[src/rtl/tx_buffer_pkg.sv]
// Shared types and constants for the UART transmit byte buffer.
package tx_buffer_pkg;

  localparam int BYTE_W = 8;

  typedef enum logic [1:0] {
    IDLE = 2'd0,
    REQ  = 2'd1,
    WAIT = 2'd2
  } tx_buffer_state_t;

endpackage

[src/rtl/tx_buffer_mem.sv]
// DEPTH x BYTE_W storage: one synchronous write port, one combinational read port.
module tx_buffer_mem
  import tx_buffer_pkg::*;
#(
  parameter int DEPTH = 16,
  parameter int AW    = $clog2(DEPTH)
) (
  input  logic              clk,
  input  logic              we,
  input  logic [AW-1:0]     waddr,
  input  logic [BYTE_W-1:0] wdata,
  input  logic [AW-1:0]     raddr,
  output logic [BYTE_W-1:0] rdata
);

  logic [BYTE_W-1:0] mem [DEPTH];

  // NOTE: the array has no reset; entries are only read after being written,
  // so resetting them would just cost flops and block RAM inference.
  always_ff @(posedge clk) begin
    if (we) mem[waddr] <= wdata;
  end

  assign rdata = mem[raddr];

endmodule

[src/rtl/tx_buffer.sv]
// Byte FIFO feeding the UART transmit frontend: one registered request per byte,
// next request held until the frontend reports frame completion.
// Optional feature macro: TX_BUFFER_THRESHOLD_EN (adds thr_i / thr_o level flag).
module tx_buffer
  import tx_buffer_pkg::*;
#(
  parameter  int DEPTH = 16,
  localparam int AW    = $clog2(DEPTH)
) (
  input  logic              clk_i,
  input  logic              rst_i,
  input  logic              wr_i,
  input  logic [BYTE_W-1:0] wdata_i,
  input  logic              flush_i,
  input  logic              ovf_clr_i,
  output logic              full_o,
  output logic              empty_o,
  output logic [AW:0]       count_o,
  output logic              overflow_o,
  output logic              transmit_o,
  output logic [BYTE_W-1:0] dr_o,
  input  logic              done_i,
`ifdef TX_BUFFER_THRESHOLD_EN
  input  logic [AW:0]       thr_i,
  output logic              thr_o,
`endif
  output logic              busy_o
);

  localparam logic [AW:0]   FULL_COUNT = (AW+1)'(DEPTH);
  localparam logic [AW:0]   CNT_ONE    = (AW+1)'(1);
  localparam logic [AW-1:0] PTR_ONE    = AW'(1);

  tx_buffer_state_t  state, state_next;
  logic [AW-1:0]     wr_ptr, rd_ptr;
  logic [AW:0]       count, count_next;
  logic              pop, accept, drop;
  logic [BYTE_W-1:0] rd_data;

  assign full_o  = (count == FULL_COUNT);
  assign empty_o = (count == '0);
  assign count_o = count;
  assign busy_o  = (state != IDLE);

  // A full buffer still takes a write when the head leaves in the same cycle.
  assign pop    = (state == REQ) && !empty_o && !flush_i;
  assign accept = wr_i && !flush_i && (!full_o || pop);
  assign drop   = wr_i && !flush_i && full_o && !pop;

  tx_buffer_mem #(.DEPTH(DEPTH), .AW(AW)) u_mem (
    .clk   (clk_i),
    .we    (accept),
    .waddr (wr_ptr),
    .wdata (wdata_i),
    .raddr (rd_ptr),
    .rdata (rd_data)
  );

  // NOTE: every always_comb output gets a default first so no path leaves it
  // unassigned, which would otherwise infer a latch.
  always_comb begin
    count_next = count;
    if (flush_i) begin
      count_next = '0;
    end else begin
      case ({accept, pop})
        2'b10:   count_next = count + CNT_ONE;
        2'b01:   count_next = count - CNT_ONE;
        default: count_next = count;
      endcase
    end
  end

  // A flush in the same cycle suppresses the request so a discarded byte is never sent.
  always_comb begin
    state_next = state;
    unique case (state)
      IDLE:    if (!empty_o && !flush_i) state_next = REQ;
      REQ:     state_next = WAIT;
      WAIT:    if (done_i) state_next = IDLE;
      default: state_next = IDLE;
    endcase
  end

  // NOTE: state uses non-blocking assignments so every register samples the
  // pre-edge values regardless of statement order.
  always_ff @(posedge clk_i) begin
    if (rst_i) begin
      state      <= IDLE;
      wr_ptr     <= '0;
      rd_ptr     <= '0;
      count      <= '0;
      overflow_o <= 1'b0;
      transmit_o <= 1'b0;
      dr_o       <= '0;
    end else begin
      state <= state_next;
      count <= count_next;
      if (flush_i) begin
        wr_ptr <= '0;
        rd_ptr <= '0;
      end else begin
        if (accept) wr_ptr <= wr_ptr + PTR_ONE;
        if (pop)    rd_ptr <= rd_ptr + PTR_ONE;
      end
      if (drop)           overflow_o <= 1'b1;
      else if (ovf_clr_i) overflow_o <= 1'b0;
      transmit_o <= (state_next == REQ);
      if (state_next == REQ) dr_o <= rd_data;
    end
  end

`ifdef TX_BUFFER_THRESHOLD_EN
  // Compared against the next count so thr_o tracks count_o without a cycle of lag.
  always_ff @(posedge clk_i) begin
    if (rst_i) thr_o <= 1'b1;
    else       thr_o <= (count_next <= thr_i);
  end
`endif

endmodule
[config.mk]
export PLATFORM = sky130hd
export DESIGN_NAME = tx_buffer
export DESIGN_NICKNAME = d
export VERILOG_FILES = /design/src/rtl/tx_buffer_pkg.sv /design/src/rtl/tx_buffer_mem.sv /design/src/rtl/tx_buffer.sv
export SDC_FILE = /design/constraint.sdc
export NUM_CORES = 1
export LEC_CHECK = 0
export CORE_ASPECT_RATIO = 1.75
export CORE_UTILIZATION = 45
export DETAILED_ROUTE_END_ITERATION = 16
export DONT_BUFFER_PORTS = 1
export GPL_TIMING_DRIVEN = 0
export MAX_ROUTING_LAYER = met4
export PLACE_DENSITY = 0.69
export RECOVER_POWER = 50
export SLEW_MARGIN = 20
export SYNTH_ARGS = -nofsm -noshare
export SYNTH_HDL_FRONTEND = slang
export SYNTH_SLANG_ARGS = --single-unit
[constraint.sdc]
create_clock -name clk_i -period 3.65 [get_ports clk_i]
set_input_delay 1.095 -clock clk_i [delete_from_list [all_inputs] [get_ports clk_i]]
set_output_delay 1.095 -clock clk_i [all_outputs]
set_load 0.1 [all_outputs]
==> impl_metrics.yaml <==
place:
  hpwlAfterDp_um: 8420
  pre_cts_slack_ns: -0.0326
  placed_area_um2: 6260
  place_inst: 512
  io_buffer_count: 0
  gp_congestion: 0.759
finish:
  nets: 380
  utilization_pct: 52.9
  fill_cells: 993
  multiInputGateArea_um2: 1610
  area_growth_pct: 14.5
  final_cells: 544
  stdcell_area_um2: 6880
  n_antenna_cell: 0
  drive_gt1_share_pct: 22.8
  ff_latch_area_um2: 4350
logic_synthesis:
  syn_area_per_cell_um2: 17.7
  synth_nets: 359
  ys_types: 37
  synthTopCellsByArea: "edfxtp_1 (64%), mux4_2 (12%), dfxtp_1 (8.3%)"
  synth_area_um2: 6010
  synth_seq_area_share_pct: 72.3
  synthMuxAreaShare_pct: 12.8
  yosysWarnings: 0
  synth-adder-area-share_pct: 1.25
  yosys.cell_count.top_type: "edfxtp_1"
  synth-compound-area-share_pct: 4.68
  synth_top_cell_by_area: "edfxtp_1"
  synth_top_family_by_area: "multiplexers"
  synth_edf_count: 128
  synth_common_cells: "edfxtp_1 (128), mux4_2 (32), nor2_1 (32)"
  synth_top_area_share_pct: 64.0
  ys_ff_latch: 153
  synthCells: 339
  synthArstFlopShare_pct: 0
  ys.flop_type: "edfxtp_1"
  synthSimpleGateAreaFrac_pct: 6.14
  synthXorXnorAreaFrac_pct: 1.31
worst_setup_path:
  critPathKind: "flop to output pin"
  worstSetupEndpointType: "output pin"
  critPathMaxFanout: 7
  worstPathArrival_ns: 2.41
  worst_ep_required_time_ns: 2.55
  r2r_setup_slack_ns: 0.20
  cp-start-kind: "flop"
cts:
  post-cts-setup-buffer-count: 0
  clkSinkCount: 153
  cts.path.max_buffers: 2
  root_buffer: "clkbuf_16"
  cts_tree: "done"
  htree_levels: 4
  cts_hold_buf: 0
  clock_latency_ns: 0.42
  cts_buffers: 17
  clkSlewWorstSetupHoldPaths_ns: 0.06
min_path:
  hold_class: "flop to flop"
sta:
  holdWs_ns: 0.550
  slew_headroom_pct: 17.2
  finalSetupViolations: 0
  hold_viol: 0
  skew_ns: 0.00872
  finalWorstSetupSlack_ns: 0.141
  tns_ns: 0
  fin_crit_ns: 3.51
  slew_viol_final: 0
  rsz0062_at_grt: "false"
  worst_pin_slew_ns: 1.24
  max_freq_mhz: 285
  fin_crit_sh_pct: 96.1
power_and_ir_drop:
  power_mw: 3.74
  seqPwrFrac_pct: 51.3
  comb_power_share_pct: 1.3
  switching_share_pct: 20.9
  powerDensity_nw_per_um2: 544
  p_int_mw: 2.96
  clkPwrFrac_pct: 47.4
  leakagePower_nw: 2.19
  peakVddDrop_v: 0.000293
  switchingPower_mw: 0.782
drt:
  first_pass_iters: 4
  wire_per_inst_um: 22.4
  routed_wl_um: 12200
  postRouteAntennaNets: 0
  drc_errors: 0
  routed_via_density: 5.65
  drt_iter0_drc: 219
  vias: 3076
floorplan:
  ios: 32
  core_area_um2: 13000
  fp.dieW_um: 89.4
  die_area_um2: 13800
  fp.dieH_um: 155
  rows: 55
  start_util_pct: 46.2
grt:
  grt_usage_pct: 19.9
  grt_pass1_wl_um: 18100
  grt_max_degree: 17
  grt_pass1_vias: 3186
  globalRouteOverflowTotal: 0
  antenna_found_initial: 0
status:
  status: "complete, no violations"
flow_run:
  drv_cap: 0
routing by layer:
layer  vias to the layer above  share of wire [%]  track usage, %
met5                         -                  0               -
met4                         0                1.9            8.92
met3                        13                4.6            4.56
met2                        98                 58            36.1
met1                      1580                 35            19.6
li1                       1385                  -               -
path summary, 6_finish.rpt:
check / from / endpoint / cells past startpoint
worst max-delay path: count_o[4] / full_o / 2
worst min-delay path: state[1] / state[1] / 2
worst max register to register: count_o[3] / u_mem.mem[7][2] / 4
worst min register to register: state[1] / state[1] / 2
what timing repair did:
action                     CTS  global route
setup endpoints to repair    2            34
pin swaps                    0             1
resized for setup            2             1
worst max-delay path: stages, from the launching register on:
cell and delay, ns:
dfxtp_1 1.15, inv_1 0.26, nor2_4 0.59
logic make-up (layout without fill, tap and decap cells):
kind of cell               count (synthesis)  after routing
and+or+nand+nor                           77             77
AOI/OAI and AO/OA                         36             36
xor gates and xnor gates                   9              9
muxes                                     37             37
DFF                                      153            153
buffers and inverters                     21             55
adders and majority gates                  6              6
layout by cell type (no fill, tap or decap), types with 3 or more instances in the layout:
master | Yosys | routed
nor3_2 | 0 | 4
inv_1 | 3 | 3
nand2b_1 | 5 | 5
edfxtp_1 | 128 | 128
mux2i_1 | 5 | 5
nor2b_1 | 4 | 4
dfxtp_2 | 0 | 3
nor2_1 | 32 | 30
a22o_1 | 8 | 8
clkinv_4 | 0 | 3
a21oi_1 | 4 | 4
dfxtp_1 | 25 | 22
clkbuf_16 | 0 | 17
inv_6 | 0 | 5
buf_2 | 3 | 3
clkbuf_1 | 12 | 11
clkinvlp_4 | 0 | 3
ha_1 | 6 | 6
mux4_2 | 32 | 32
xor2_1 | 5 | 5
a22oi_1 | 16 | 16
nand2_1 | 15 | 15
nor4_1 | 3 | 3
xnor2_1 | 4 | 4
final cells by class:
type	instances	share of cell area (%)
sequential	153	63.2
buffer	18	1.16
multi-input combinational	165	23.4
clock inverter	14	2.38
clock buffer	18	6.38
inverter	3	0.164
timing repair buffer	2	0.218
tap	171	3.11
power groups by stage:
| stage | combinational [mW] | clock (mW) | sequential, mW |
|---|---|---|---|
| after floorplan | 0.0376 | 0 | 1.96 |
| after CTS | 0.0496 | 1.79 | 1.92 |
| after global routing | 0.0534 | 1.86 | 1.92 |
| after detailed placement | 0.0488 | 0 | 1.96 |
| final | 0.0494 | 1.77 | 1.92 |
| after global placement | 0.0472 | 0 | 1.96 |
state kept, by name (all words and copies together) (netlist names):
signal      count
wr_ptr          4
state           2
dr_o            8
overflow_o      1
rd_ptr          4
transmit_o      1
u_mem.mem     128
count_o         5
(Power assumes the default switching activity.)
